==> src/rtl/frame_tx.sv <==
// frame_tx: UART 8N1 transmitter for a HEADER / score / 16-byte dot-matrix frame.
// Optional macro FRAME_TX_CHECKSUM_EN appends an XOR checksum byte (20 bytes instead of 19).
module frame_tx #(
  parameter int          CLK_PER_BIT = 5208,
  parameter logic [7:0]  HEADER      = 8'hA5
) (
  input  logic         clk,
  input  logic         rst,
  input  logic         i_start,
  input  logic [15:0]  i_score,
  input  logic [127:0] i_dot,
  output logic         o_tx,
  output logic         o_busy,
  output logic         o_done
);

  localparam int             CW      = (CLK_PER_BIT > 1) ? $clog2(CLK_PER_BIT) : 1;
  localparam logic [CW-1:0]  CNT_MAX = CW'(CLK_PER_BIT - 1);
`ifdef FRAME_TX_CHECKSUM_EN
  localparam int             N_BYTES = 20;
`else
  localparam int             N_BYTES = 19;
`endif
  localparam logic [4:0]     LAST_BYTE = 5'(N_BYTES - 1);

  typedef enum logic [1:0] {IDLE, START, DATA, STOP} state_t;

  state_t         r_state;
  logic [CW-1:0]  r_cnt;
  logic [2:0]     r_bitIdx;
  logic [4:0]     r_byteIdx;
  logic [7:0]     r_shift;
  logic [15:0]    r_score;
  logic [127:0]   r_dot;
  logic           r_tx;
  logic           r_busy;
  logic           r_done;

  logic           w_bitEnd;
  logic [4:0]     w_nextIdx;
  logic [7:0]     w_nextByte;

  assign w_bitEnd  = (r_cnt == CNT_MAX);
  assign w_nextIdx = r_byteIdx + 5'd1;

`ifdef FRAME_TX_CHECKSUM_EN
  logic [7:0] w_checksum;

  // XOR of every payload byte; HEADER is deliberately excluded.
  always_comb begin
    w_checksum = r_score[15:8] ^ r_score[7:0];
    for (int k = 0; k < 16; k++) begin
      w_checksum = w_checksum ^ r_dot[8*k +: 8];
    end
  end
`endif

  // Byte loaded at the end of a stop bit; HEADER is loaded directly on acceptance.
  always_comb begin
    w_nextByte = 8'h00;
    case (w_nextIdx)
      5'd1:    w_nextByte = r_score[15:8];
      5'd2:    w_nextByte = r_score[7:0];
`ifdef FRAME_TX_CHECKSUM_EN
      5'd19:   w_nextByte = w_checksum;
`endif
      default: w_nextByte = 8'h00;
    endcase
    for (int k = 0; k < 16; k++) begin
      if (w_nextIdx == 5'(k + 3)) begin
        w_nextByte = r_dot[127 - 8*k -: 8];
      end
    end
  end

  always_ff @(posedge clk or posedge rst) begin
    if (rst) begin
      r_state   <= IDLE;
      r_cnt     <= '0;
      r_bitIdx  <= '0;
      r_byteIdx <= '0;
      r_shift   <= '0;
      r_score   <= '0;
      r_dot     <= '0;
      r_tx      <= 1'b1;
      r_busy    <= 1'b0;
      r_done    <= 1'b0;
    end else begin
      r_done <= 1'b0;
      case (r_state)
        IDLE: begin
          r_tx <= 1'b1;
          if (i_start) begin
            r_score   <= i_score;
            r_dot     <= i_dot;
            r_shift   <= HEADER;
            r_byteIdx <= '0;
            r_cnt     <= '0;
            r_tx      <= 1'b0;
            r_busy    <= 1'b1;
            r_state   <= START;
          end
        end
        START: begin
          if (w_bitEnd) begin
            r_cnt    <= '0;
            r_bitIdx <= '0;
            r_tx     <= r_shift[0];
            r_state  <= DATA;
          end else begin
            r_cnt <= r_cnt + CW'(1);
          end
        end
        DATA: begin
          if (w_bitEnd) begin
            r_cnt <= '0;
            if (r_bitIdx == 3'd7) begin
              r_tx    <= 1'b1;
              r_state <= STOP;
            end else begin
              r_bitIdx <= r_bitIdx + 3'd1;
              r_shift  <= {1'b0, r_shift[7:1]};
              r_tx     <= r_shift[1];
            end
          end else begin
            r_cnt <= r_cnt + CW'(1);
          end
        end
        STOP: begin
          // Back-to-back bytes: the next start bit directly follows this stop bit.
          if (w_bitEnd) begin
            r_cnt <= '0;
            if (r_byteIdx == LAST_BYTE) begin
              r_busy  <= 1'b0;
              r_done  <= 1'b1;
              r_state <= IDLE;
            end else begin
              r_byteIdx <= w_nextIdx;
              r_shift   <= w_nextByte;
              r_tx      <= 1'b0;
              r_state   <= START;
            end
          end else begin
            r_cnt <= r_cnt + CW'(1);
          end
        end
        default: r_state <= IDLE;
      endcase
    end
  end

  assign o_tx   = r_tx;
  assign o_busy = r_busy;
  assign o_done = r_done;

endmodule

==> config.mk <==
export PLATFORM = sky130hd
export DESIGN_NAME = frame_tx
export DESIGN_NICKNAME = d
export VERILOG_FILES = /design/src/rtl/frame_tx.sv
export SDC_FILE = /design/constraint.sdc
export NUM_CORES = 1
export LEC_CHECK = 0
export ABC_AREA = 1
export CAP_MARGIN = 20
export CORE_UTILIZATION = 48
export CTS_CLUSTER_SIZE = 14
export DETAILED_ROUTE_END_ITERATION = 8
export MAX_ROUTING_LAYER = met4
export PLACE_DENSITY = 0.72
export SYNTH_ARGS = -nofsm -noshare
export SYNTH_HDL_FRONTEND = slang
export SYNTH_SLANG_ARGS = --single-unit
==> constraint.sdc <==
create_clock -name clk -period 5.73 [get_ports clk]
set_input_delay 1.146 -clock clk [delete_from_list [all_inputs] [get_ports clk]]
set_output_delay 1.146 -clock clk [all_outputs]
set_load 0.01 [all_outputs]
# After elaboration in Yosys (flattened, before gate mapping)
# Index checks and enable logic that the tools add are counted.
[word_totals]
register_bits = 178
latchBits = 0
ram_bits = 0
romBits = 0
input_bits = 147
elab_cells = 112
n_memories = 0
[classes]
addsub = 3
n_mul = 0
n_div = 0
magnitude_cmp = 0
eq_ne = 32
shift = 0
n_mux = 55
bitwise_logic = 0
reduce_logical = 12
[ops]
columns = ["op", "count"]
rows = [
  ["$mux 8", 21],
  ["$eq 5x4->1 const B", 8],
  ["$mux 13", 2],
  ["$pmux 13 s2", 1],
  ["$pmux 8 s3", 1],
  ["$eq 5x3->1 const B", 4],
  ["$eq 5x5->1 const B", 4],
  ["$ne 2x2->1 const B", 8],
  ["$pmux 8 s2", 1],
  ["$reduce_and 4->1", 4],
  ["$mux 5", 3],
  ["$add 13x1->13 const B", 1],
  ["$eq 13x13->1 const B", 1],
  ["$mux 1", 13],
  ["$eq 5x2->1 const B", 2],
  ["$mux 2", 5],
  ["$pmux 5 s2", 1],
  ["$mux 3", 3],
  ["$pmux 2 s4", 1],
  ["$pmux 3 s2", 1],
  ["$reduce_and 6->1", 1],
  ["$add 5x1->5 const B", 1],
  ["$eq 5x1->1 const B", 1],
  ["$reduce_and 5->1", 1],
  ["11 further kinds", 13],
]

# Logic depth before layout (Yosys ltp)
# Gate-level depths: netlist of run 1.
[depth]
word_depth = 22
mapped_depth = 26
mapped_depth_nobuf = 26

# Least setup slack after synthesis of run 1
# OpenSTA, ideal clock, no wires.
[synth_path]
path_kind = "in2reg"
start = "input i_start"
end = "register r_shift[0]"
setup_time_ps = 77
arrival_time_ps = 2481
required_ps = 5653
slack_ps = 3172
stages = 9
n_path_buf = 0
cell_sequence = "nor2_1 clkinv_1 nand2_1 nor2_1 inv_1 a21oi_1 inv_1 a21oi_1 a21oi_1"
[synth_via]
elab_chain_cells = 2
[synth_lines]
columns = ["item", "line", "rtl"]
rows = [
  ["start: declaration", "9", "input logic i_start,"],
  ["$ne 2x2->1 (no source line)", "--", ""],
  ["$reduce_and 6->1 (no source line)", "--", ""],
  ["end signal: assignment", "122", "r_shift <= {1'b0, r_shift[7:1]};"],
  ["end signal: assignment", "139", "r_shift <= w_nextByte;"],
  ["end: declaration", "32", "logic [7:0] r_shift;"],
]
# Every way passes these cells.
# A chain may end at the register's enable or synchronous reset.

# Worst setup path in the final report of run 1
[layout_path]
start = "register r_byteIdx[0]"
end = "register r_shift[0]"
[layout_via]
elab_chain_cells = 22
word_cells_on_any_way = 42
cone_classes = "add/sub (1); eq/ne (20); mux (20); reduce/logical (1)"
[layout_lines]
columns = ["item", "line", "rtl"]
rows = [
  ["start: declaration", "31", "logic [4:0] r_byteIdx;"],
  ["start signal: assignment", "138", "r_byteIdx <= w_nextIdx;"],
  ["$add 5x1->5", "44", "assign w_nextIdx = r_byteIdx + 5'd1;"],
  ["$eq 5x2->1 or $eq 5x1->1 (tied branches)", "61", "case (w_nextIdx)"],
  ["$pmux 8 s2", "61", ""],
  ["$mux 8 (16 in series)", "70", "if (w_nextIdx == 5'(k + 3)) begin"],
  ["$mux 8", "133", "if (r_byteIdx == LAST_BYTE) begin"],
  ["$mux 8", "131", "if (w_bitEnd) begin"],
  ["$pmux 8 s3", "90", "case (r_state)"],
]
# Parallel ways exist; a longest one is shown, timed or not. The select of a mux whose other input is x is not followed.

==> results.md, run 1 <==
- The flow ran to the end, and the final reports show no timing, DRC or antenna violations.
- In this run the worst hold path is classified as flop to flop.
- The area of the multi-input gates is around 4000 um^2.
- The count of nets left with antenna violations once routing finished came out at 0.
- The clock root buffer is sky130_fd_sc_hd__clkbuf_16.
- The required time of the worst setup path is around 6.1 ns.
- The nature of the critical path endpoint is a flop.
- The fill cell instance count of the final layout is between 1.5k and 2k.
- For this configuration, the core starts out at a cell density of 0.4904.
- Synthesis produced 1171 cells.
- The maximum ir drop on the vdd rail is 0.1974 mV.
- At the later pin of the worst-skew pair, clock insertion delay measures 0.44 ns.
- The fraction of registers with async set/reset is 1.000.
- The total standard cell area after synthesis is approximately 9000 um^2.
- Setup violations remaining at the end of the flow were counted as 0.
- Along the worst path, the maximum fanout reaches 14.
- The commonest cells after synthesis are sky130_fd_sc_hd__nand2_1 (574), sky130_fd_sc_hd__dfrtp_1 (177), sky130_fd_sc_hd__nor2_1 (70).
- Setup repair after global routing left no endpoint under its margin.
- The placed wire-length estimate is 15150 um.
- The adder-cell area share of the yosys netlist is 0.01847.
- The signal on the critical path passes through ha_1, xor2_2, nor2_4, nand3_2, inv_2, nand2_1, nand2_1, nand2_1, nand2_1, nand3_1, nand2_1, nand3_1, nand3_1, nand3_1, nand2_1, nand3_1, nand3_1, nand2_1, nand2_1, nand2_1, nand2_1, nand2_1, nand2_1, a21oi_1.
- The H-tree was split into 4 levels.
- The average footprint of a synthesized cell is roughly 7.5 um^2.
- During I/O placement, the number of pins put on the boundary was 150.
- Summing all flip-flop and latch instances after layout gives between 4000 and 5000 um^2.
- For this design, the sink count on the clock tree is 178.
- By instance count, the leading cell after synthesis is sky130_fd_sc_hd__nand2_1.
- The peak per-stage delay on the critical path is 0.44 ns.
- The placed cell count is ~1.5k.
- Dividing total power by cell area gives a power density of 237.4 nW/um^2.
- The fraction of the core area covered by cells at the end of the flow is 0.6191.
- Relative to the synthesized area, the layout overhead comes to 26.25%.
- The total count of hold-check failures in the final report is 0.
- For the pin with the worst max-slew slack, the measured transition is roughly 1.1 ns.
- Among all flip-flop cells after synthesis, the most frequent one is sky130_fd_sc_hd__dfrtp_1.
- The longest clock path from root to sink contains 2 buffers.
- The wire length per cell after detailed routing is between 10 and 15 um.
- The setup path with the least slack is of type flop to flop.
- The floorplan step defined a core boundary enclosing approximately 18000 um^2.
- The number of gates resized after CTS is 0.
- The post-route clock skew is approximately 0.0086 ns.
- The worst setup path is launched from a flop.
- The final setup slack of the worst path is between 2 and 2.5 ns.
- The worst-path cell with the longest stage delay is sky130_fd_sc_hd__dfrtp_1.
- In this run the post-CTS setup repair buffer count came out at 0.
- The fraction of synthesized cell area in xor and xnor cells is 0.001847.
- The number of I/O port buffers is between 100 and 150.
- The post-cts hold buffer count is 0.
- The initial antenna violation count is 0.
- The final route contains approximately 8k vias.
- The weighted congestion at the end of routability-driven global placement is roughly 0.86.
- The number of global-route vias before repair is approximately 7.5k.
- Setup total negative slack on the finished layout was measured at 0 ns.
- The simple logic cell fraction of the synthesized area is 0.3516.
- Overall power consumption after layout is estimated at approximately 2.6 mW.
- Ranked by total cell area, the synthesized netlist is headed by sky130_fd_sc_hd__dfrtp_1 (50%), sky130_fd_sc_hd__nand2_1 (24%), sky130_fd_sc_hd__a21oi_1 (3.8%).
- The repair_antennas step left the layout with diodes totalling 0.
- The launch point of the critical path is r_byteIdx[0].
- After detailed routing, the number of remaining DRC violations is 0.
- Of the available clock period, the critical path in the final layout requires 0.5882.
- Across the run, the number of max-cap violations was 0.
- Clock-pin slew was measured on the worst setup and hold paths at 0.06 ns.
- Summed over all instances, the cell type with the most area after synthesis is sky130_fd_sc_hd__dfrtp_1.
- The number of synthesized flops with an enable pin is 0.
- The area of the die is 18900 um^2.
- The iteration count of the initial detailed-routing pass is 5.
- The post-layout net count is between 1k and 1.5k.
- Across every metal layer, demand over resource in global routing totals 0.2523.
- The clock tree from TritonCTS is built.
- The global-route wire length before repair is approximately 36000 um.
- Buffers inserted during clock tree synthesis total 17.
- The DRC violation total after the first TritonRoute iteration is between 600 and 700.
- The share of layout cells above drive strength 1 is 0.05989.
- Derived from the worst setup path, the maximum achievable clock frequency is ~0.3 GHz.
- The portion of netlist area occupied by mux cells is 0.002415.
- The final routed wirelength across all metal layers is between 20000 and 25000 um.
- The arrival time of data at the critical path endpoint is approximately 3.7 ns.
- The share of the Yosys chip area taken by registers is 0.5058.
- The vias per cell is between 5 and 6.
- The worst register-to-register path begins at r_byteIdx[0].
- The max-slew violation count was 0.
- The post-route non-filler standard cell count is roughly 1.5k.
- The die is approximately 140 um tall.
- In this design, the critical path's most frequently occurring cell is sky130_fd_sc_hd__nand2_1.
- After synthesis the netlist holds a flip-flop and latch count of ~180.
- The total overflow left after global routing is 0.
- The final critical-path required period is between 3 and 4 ns.
- For this design the static power due to leakage is roughly 6 nW.
- The buffer and inverter count on the worst path is 1.
- The die span in x is about 140 um.
- The standard-cell row count is about 50.
- The fraction of the mapped netlist area in compound gates is 0.07330.
- After synthesis, the largest family of logic cells by area is simple AND/OR/NAND/NOR gates.
- In this run the most critical hold path is launched from r_dot[2].
- During synthesis, Yosys emitted a total of 0 warnings.
- The number of different library cells in the post-synthesis netlist is 43.
- The kind of cell with the highest combined delay along the critical path is simple AND/OR/NAND/NOR gates.
- When the netlist entered floorplanning its net count stood at ~1.3k.
- Timing analysis after detailed placement gives a worst setup slack of 2.232 ns.
- The maximum number of pins on one net before global-route repair is around 180.
- The top-area cell type share of the netlist area is 0.5028.
- The worst max-slew margin expressed relative to the limit is 0.2825.
[cell type report]
class	instances	area share
flip-flops and latches	178	0.4007
multi-input cells	889	0.3552
repair buffers	153	0.1397
clock buffers	21	0.04140
well taps	229	0.02577
inverters	67	0.02351
clock inverters	11	0.01373
[cell families (layout without fill, tap and decap cells)]
group | after synthesis | count (layout)
DFF | 178 | 178
AOI/OAI and AO/OA | 122 | 122
xor gates and xnor gates | 1 | 1
and+or+nand+nor | 751 | 751
muxes | 2 | 2
buffers and inverters | 104 | 252
adders and majority gates | 13 | 13
[stage by stage]
stage                     hold WS, ns  area (um^2)
after floorplan                0.4412         8812
after global placement         0.4593        10480
after detailed placement       0.4623        10510
after CTS                      0.4800        11120
after global routing           0.4953        11120
final                          0.4800        11120
[worst register-to-register path: stages, from the launching register on]
cell                      delay (ns)
sky130_fd_sc_hd__dfrtp_1        0.44
sky130_fd_sc_hd__ha_1           0.29
sky130_fd_sc_hd__xor2_2         0.21
sky130_fd_sc_hd__nor2_4         0.35
sky130_fd_sc_hd__nand3_2        0.29
sky130_fd_sc_hd__inv_2          0.23
sky130_fd_sc_hd__nand2_1        0.07
sky130_fd_sc_hd__nand2_1        0.07
sky130_fd_sc_hd__nand2_1        0.06
sky130_fd_sc_hd__nand2_1        0.06
sky130_fd_sc_hd__nand3_1        0.08
sky130_fd_sc_hd__nand2_1        0.08
sky130_fd_sc_hd__nand3_1        0.08
sky130_fd_sc_hd__nand3_1        0.09
sky130_fd_sc_hd__nand3_1        0.08
sky130_fd_sc_hd__nand2_1        0.08
sky130_fd_sc_hd__nand3_1        0.10
sky130_fd_sc_hd__nand3_1        0.11
sky130_fd_sc_hd__nand2_1        0.07
sky130_fd_sc_hd__nand2_1        0.06
sky130_fd_sc_hd__nand2_1        0.07
sky130_fd_sc_hd__nand2_1        0.09
sky130_fd_sc_hd__nand2_1        0.06
sky130_fd_sc_hd__nand2_1        0.06
sky130_fd_sc_hd__a21oi_1        0.06
[power by group]
| group | leakage, nW | total (mW) | switching [mW] | internal (mW) |
|---|---|---|---|---|
| clock | 0.290 | 1.22 | 0.506 | 0.713 |
| sequential | 2.36 | 1.27 | 0.00731 | 1.26 |
| combinational | 3.18 | 0.149 | 0.0539 | 0.0949 |
[registers in the layout, indices dropped and copies added, names as in the netlist]
signal and count:
r_byteIdx 5, o_busy 1, r_dot 128, r_score 16, r_shift 8, o_tx 1
r_cnt 13, o_done 1, r_state 2, r_bitIdx 3
[placed cells by master, fill, tap and decap left out, types with 3 or more instances in the layout]
cell type	n
sky130_fd_sc_hd__o21ai_0	27
sky130_fd_sc_hd__a21oi_2	3
sky130_fd_sc_hd__bufinv_16	3
sky130_fd_sc_hd__nor3_1	15
sky130_fd_sc_hd__a21oi_1	67
sky130_fd_sc_hd__nor4_1	3
sky130_fd_sc_hd__clkinv_1	3
sky130_fd_sc_hd__inv_2	10
sky130_fd_sc_hd__nand4_1	10
sky130_fd_sc_hd__clkbuf_16	17
sky130_fd_sc_hd__nand2_2	4
sky130_fd_sc_hd__or2_0	3
sky130_fd_sc_hd__nand2_1	573
sky130_fd_sc_hd__inv_1	50
sky130_fd_sc_hd__o21ai_1	13
sky130_fd_sc_hd__nor2_1	70
sky130_fd_sc_hd__clkinvlp_4	4
sky130_fd_sc_hd__nor2_4	7
sky130_fd_sc_hd__nor3b_1	4
sky130_fd_sc_hd__o22ai_1	4
sky130_fd_sc_hd__or2_1	4
sky130_fd_sc_hd__nand3_1	44
sky130_fd_sc_hd__clkdlybuf4s50_1	149
sky130_fd_sc_hd__nor2_2	5
sky130_fd_sc_hd__ha_1	13
sky130_fd_sc_hd__dfrtp_1	177
sky130_fd_sc_hd__o211ai_1	4
[routing by layer]
layer  global-route usage  up-vias  wire, um
met2               0.3964      205     10560
met5                    -        -         0
li1                     -     3960         -
met1               0.3350     3651     10050
met3              0.04746       31      1090
met4              0.06654        0       366
[final timing paths]
path	end	slack, ns	cells after the start
hold reg to reg	r_dot[2]	0.48	2
max in group asynchronous	r_dot[8]	3.60	3
setup reg to reg	r_shift[0]	2.36	24
setup / recovery	r_shift[0]	2.36	24
hold / removal	r_dot[2]	0.48	2
min in group asynchronous	r_cnt[12]	1.24	3
Note: power is estimated with default switching activity, not from simulation.
==> run 2: changes to the inputs <==
--- a/config.mk
+++ b/config.mk
@@ -7,11 +7,11 @@
 export LEC_CHECK = 0
 export ABC_AREA = 1
 export CAP_MARGIN = 20
-export CORE_UTILIZATION = 48
+export CORE_UTILIZATION = 54
 export CTS_CLUSTER_SIZE = 14
 export DETAILED_ROUTE_END_ITERATION = 8
 export MAX_ROUTING_LAYER = met4
-export PLACE_DENSITY = 0.72
+export PLACE_DENSITY = 0.77
 export SYNTH_ARGS = -nofsm -noshare
 export SYNTH_HDL_FRONTEND = slang
 export SYNTH_SLANG_ARGS = --single-unit
==> constraint.sdc (replaced) <==
create_clock -name clk -period 3.35 [get_ports clk]
set_input_delay 0.67 -clock clk [delete_from_list [all_inputs] [get_ports clk]]
set_output_delay 0.67 -clock clk [all_outputs]
set_load 0.01 [all_outputs]
==> results.md, run 2 (same netlist as run 1, synthesis figures left out) <==
- The run finished with clean final reports.
- The arrival time of data at the critical path endpoint is approximately 3.3 ns.
- The worst setup path is launched from a flop.
- The vias per cell is between 5 and 6.
- The number of gates resized after CTS is 0.
- The wire length per cell after detailed routing is between 10 and 15 um.
- The initial antenna violation count was 0.
- The standard-cell row count is 46.
- The maximum number of pins on one net before global-route repair is ~130.
- The flip-flop count of the largest register, all copies and words added is around 130.
- Summing over every cut layer, the via total after detailed routing is 8051.
- The finished layout holds roughly 1.6k standard cells, fillers aside.
- The detail route stage leaves a number of antenna-violating nets equal to 0.
- The clock buffer count from CTS is 17.
- Port buffering added 149 buffers.
- The clock passes through at most 2 buffers.
- For the pin with the worst max-slew slack, the measured transition is roughly 0.66 ns.
- The post-synthesis to final-layout area growth is 26.95%.
- The final setup slack of the worst path is approximately 0.41 ns.
- The highest net fanout along the worst path is 9.
- On the final layout, the worst clock skew is just under 0.009 ns.
- Counting every sink on the clock net gives 178.
- Wires add up to around 22000 um.
- In this run the power density over the cells is about 380 nW/um^2.
- The critical path in this run is classified as flop to flop.
- Of the cells placed in the final design, the portion with a size suffix greater than 1 is 0.07186.
- Setup violations remaining at the end of the flow were counted as 0.
- The global-route wire length before repair is about 37000 um.
- The weighted congestion at the end of routability-driven global placement is between 0.9 and 1.
- The global-route usage over all layers is 0.2945.
- Adding up every negative setup slack in the final design gives 0 ns.
- The die covers approximately 17000 um^2.
- TritonCTS built the clock tree.
- The max-slew violation count is 0.
- After the last flow step, the layout net total stands at 1483.
- Derived from the worst setup path, the maximum achievable clock frequency is around 0.34 GHz.
- For this design the static power due to leakage is roughly 5.9 nW.
- The fill cell instance count of the final layout is 1341.
- Counting tap cells, the placed design contains a total of between 1.5k and 2k instances.
- The repair_antennas step left the layout with diodes totalling 0.
- The required time of the worst setup path is approximately 3.7 ns.
- The DRC violation total after the first TritonRoute iteration is roughly 560.
- The number of global-route vias before repair came to roughly 7.7k.
- In the routed design, unresolved DRC markers number 0.
- The path category of the worst min-delay check is flop to flop.
- The pre-antenna-repair detailed-routing pass consisted of 5 iterations.
- The core area is approximately 16000 um^2.
- Setup repair after global routing left no endpoint under its margin.
- Timing analysis after detailed placement gives a worst setup slack of approximately 0.32 ns.
- The worst setup path is captured at a flop.
- The maximum ir drop on the vdd rail is a little under 0.4 mV.
- The total count of hold-check failures in the final report is 0.
- After layout, the minimum clock period comes to around 3 ns.
- 150 I/O pins were placed.
- The clock root buffer is sky130_fd_sc_hd__clkbuf_16.
- The register-to-register path setup slack is just over 0.4 ns.
- The initial cell density of the core is 0.5545.
- After clock tree synthesis, the clock-pin slew on the worst setup and hold paths is 0.07 ns.
- Once detailed placement completed, the half-perimeter wirelength came to ~16000 um.
- The total grt overflow is 0.
- The most common cell after layout, fill and taps aside is sky130_fd_sc_hd__nand2_1.
- Headroom to the max-slew limit came out at 0.5578.
- The top register by number of flip-flops is r_dot.
- The maximum level of the CTS H-tree is 4.
- The clock latency of the later-clocked register in the worst-skew pair is between 0.4 and 0.5 ns.
- In the layout the commonest cells are sky130_fd_sc_hd__nand2_1 (573), sky130_fd_sc_hd__dfrtp_1 (177), sky130_fd_sc_hd__clkdlybuf4s50_1 (149).
- The number of violations of the max-capacitance limit is 0.
- The die span in x is approximately 130 um.
- The floorplan step set the die height to around 130 um.
- The largest registers in the layout are r_dot: 128 flops, r_score: 16 flops, r_cnt: 13 flops.
- In the finished design, the share of the clock period the worst path needs comes to 0.8790.
==> run 2: changes by cell type in the layout (fill, tap and decap cells not counted), sizes merged <==
| cell | delta |
|---|---|
| buf | +17 |
| clkinv | +4 |
| bufinv | -3 |
| clkbuf | -2 |
| inv | +1 |
==> run 2: path summary, 6_finish.rpt <==
| check | start | endpoint | depth (start not counted) |
|---|---|---|---|
| min | r_dot[30] | r_dot[30] | 2 |
| max | r_byteIdx[0] | r_shift[0] | 26 |
| max reg2reg | r_byteIdx[0] | r_shift[0] | 26 |
| min in group asynchronous | rst | r_score[14] | 2 |
| max in group asynchronous | rst | r_dot[86] | 3 |
| min reg2reg | r_dot[30] | r_dot[30] | 2 |
==> run 2: worst max-delay path, cell delays in order (launching register included) <==
cell                       delay (ns)
sky130_fd_sc_hd__dfrtp_1         0.45
sky130_fd_sc_hd__ha_1            0.26
sky130_fd_sc_hd__nand3_1         0.10
sky130_fd_sc_hd__nand2_1         0.09
sky130_fd_sc_hd__nand2_2         0.11
sky130_fd_sc_hd__clkinv_2        0.14
sky130_fd_sc_hd__nand3_2         0.19
sky130_fd_sc_hd__inv_2           0.17
sky130_fd_sc_hd__nand2_1         0.07
sky130_fd_sc_hd__nand2_1         0.06
sky130_fd_sc_hd__nand2_1         0.07
sky130_fd_sc_hd__nand2_1         0.07
sky130_fd_sc_hd__nand3_1         0.06
sky130_fd_sc_hd__nand2_1         0.07
sky130_fd_sc_hd__nand3_1         0.09
sky130_fd_sc_hd__nand3_1         0.09
sky130_fd_sc_hd__nand3_1         0.08
sky130_fd_sc_hd__nand2_1         0.06
sky130_fd_sc_hd__nand3_1         0.07
sky130_fd_sc_hd__nand3_1         0.09
sky130_fd_sc_hd__nand2_1         0.07
sky130_fd_sc_hd__nand2_1         0.06
sky130_fd_sc_hd__nand2_1         0.06
sky130_fd_sc_hd__nand2_1         0.09
sky130_fd_sc_hd__nand2_1         0.05
sky130_fd_sc_hd__nand2_1         0.05
sky130_fd_sc_hd__a21oi_1         0.05
==> run 2: per-layer routing <==
layer,track usage,up-vias,wire [um]
met5,-,-,0
met4,0.09371,0,378
met3,0.05207,36,1191
met2,0.4630,276,10510
met1,0.3899,3747,10170
li1,-,3992,-
==> run 2: where the power goes <==
part / total, mW / switching (mW) / leakage (nW) / internal (mW)
clock network: 1.80 / 0.849 / 0.253 / 0.947
registers: 2.17 / 0.0127 / 2.36 / 2.16
logic: 0.255 / 0.0870 / 3.28 / 0.168
==> run 2: area by class of cell <==
| type | count | area (um^2) | area share |
|---|---|---|---|
| tap | 216 | 270.3 | 0.02417 |
| clock buffer | 19 | 432.9 | 0.03872 |
| sequential | 178 | 4456 | 0.3985 |
| multi-input combinational | 889 | 3950 | 0.3532 |
| inverter | 67 | 261.5 | 0.02339 |
| clock inverter | 13 | 87.58 | 0.007833 |
| timing repair buffer | 170 | 1724 | 0.1542 |
==> run 2: per-stage QoR <==
step                      cell area (um^2)    util  hold WS [ns]  power [mW]
final                                11180  0.7039        0.4802       4.226
after detailed placement             10630  0.6693        0.4656       2.471
after floorplan                       8812       -        0.4412       2.268
after CTS                            11150  0.7020        0.4827       4.258
after global placement               10630  0.6693        0.4613       2.467
after global routing                 11180  0.7039        0.4968       4.352
==> run 2: repair_timing <==
item / in CTS / in global routing
hold buffers: 0 / 0
endpoints found under the setup margin: 0 / 2
buffers inserted: 0 / 4
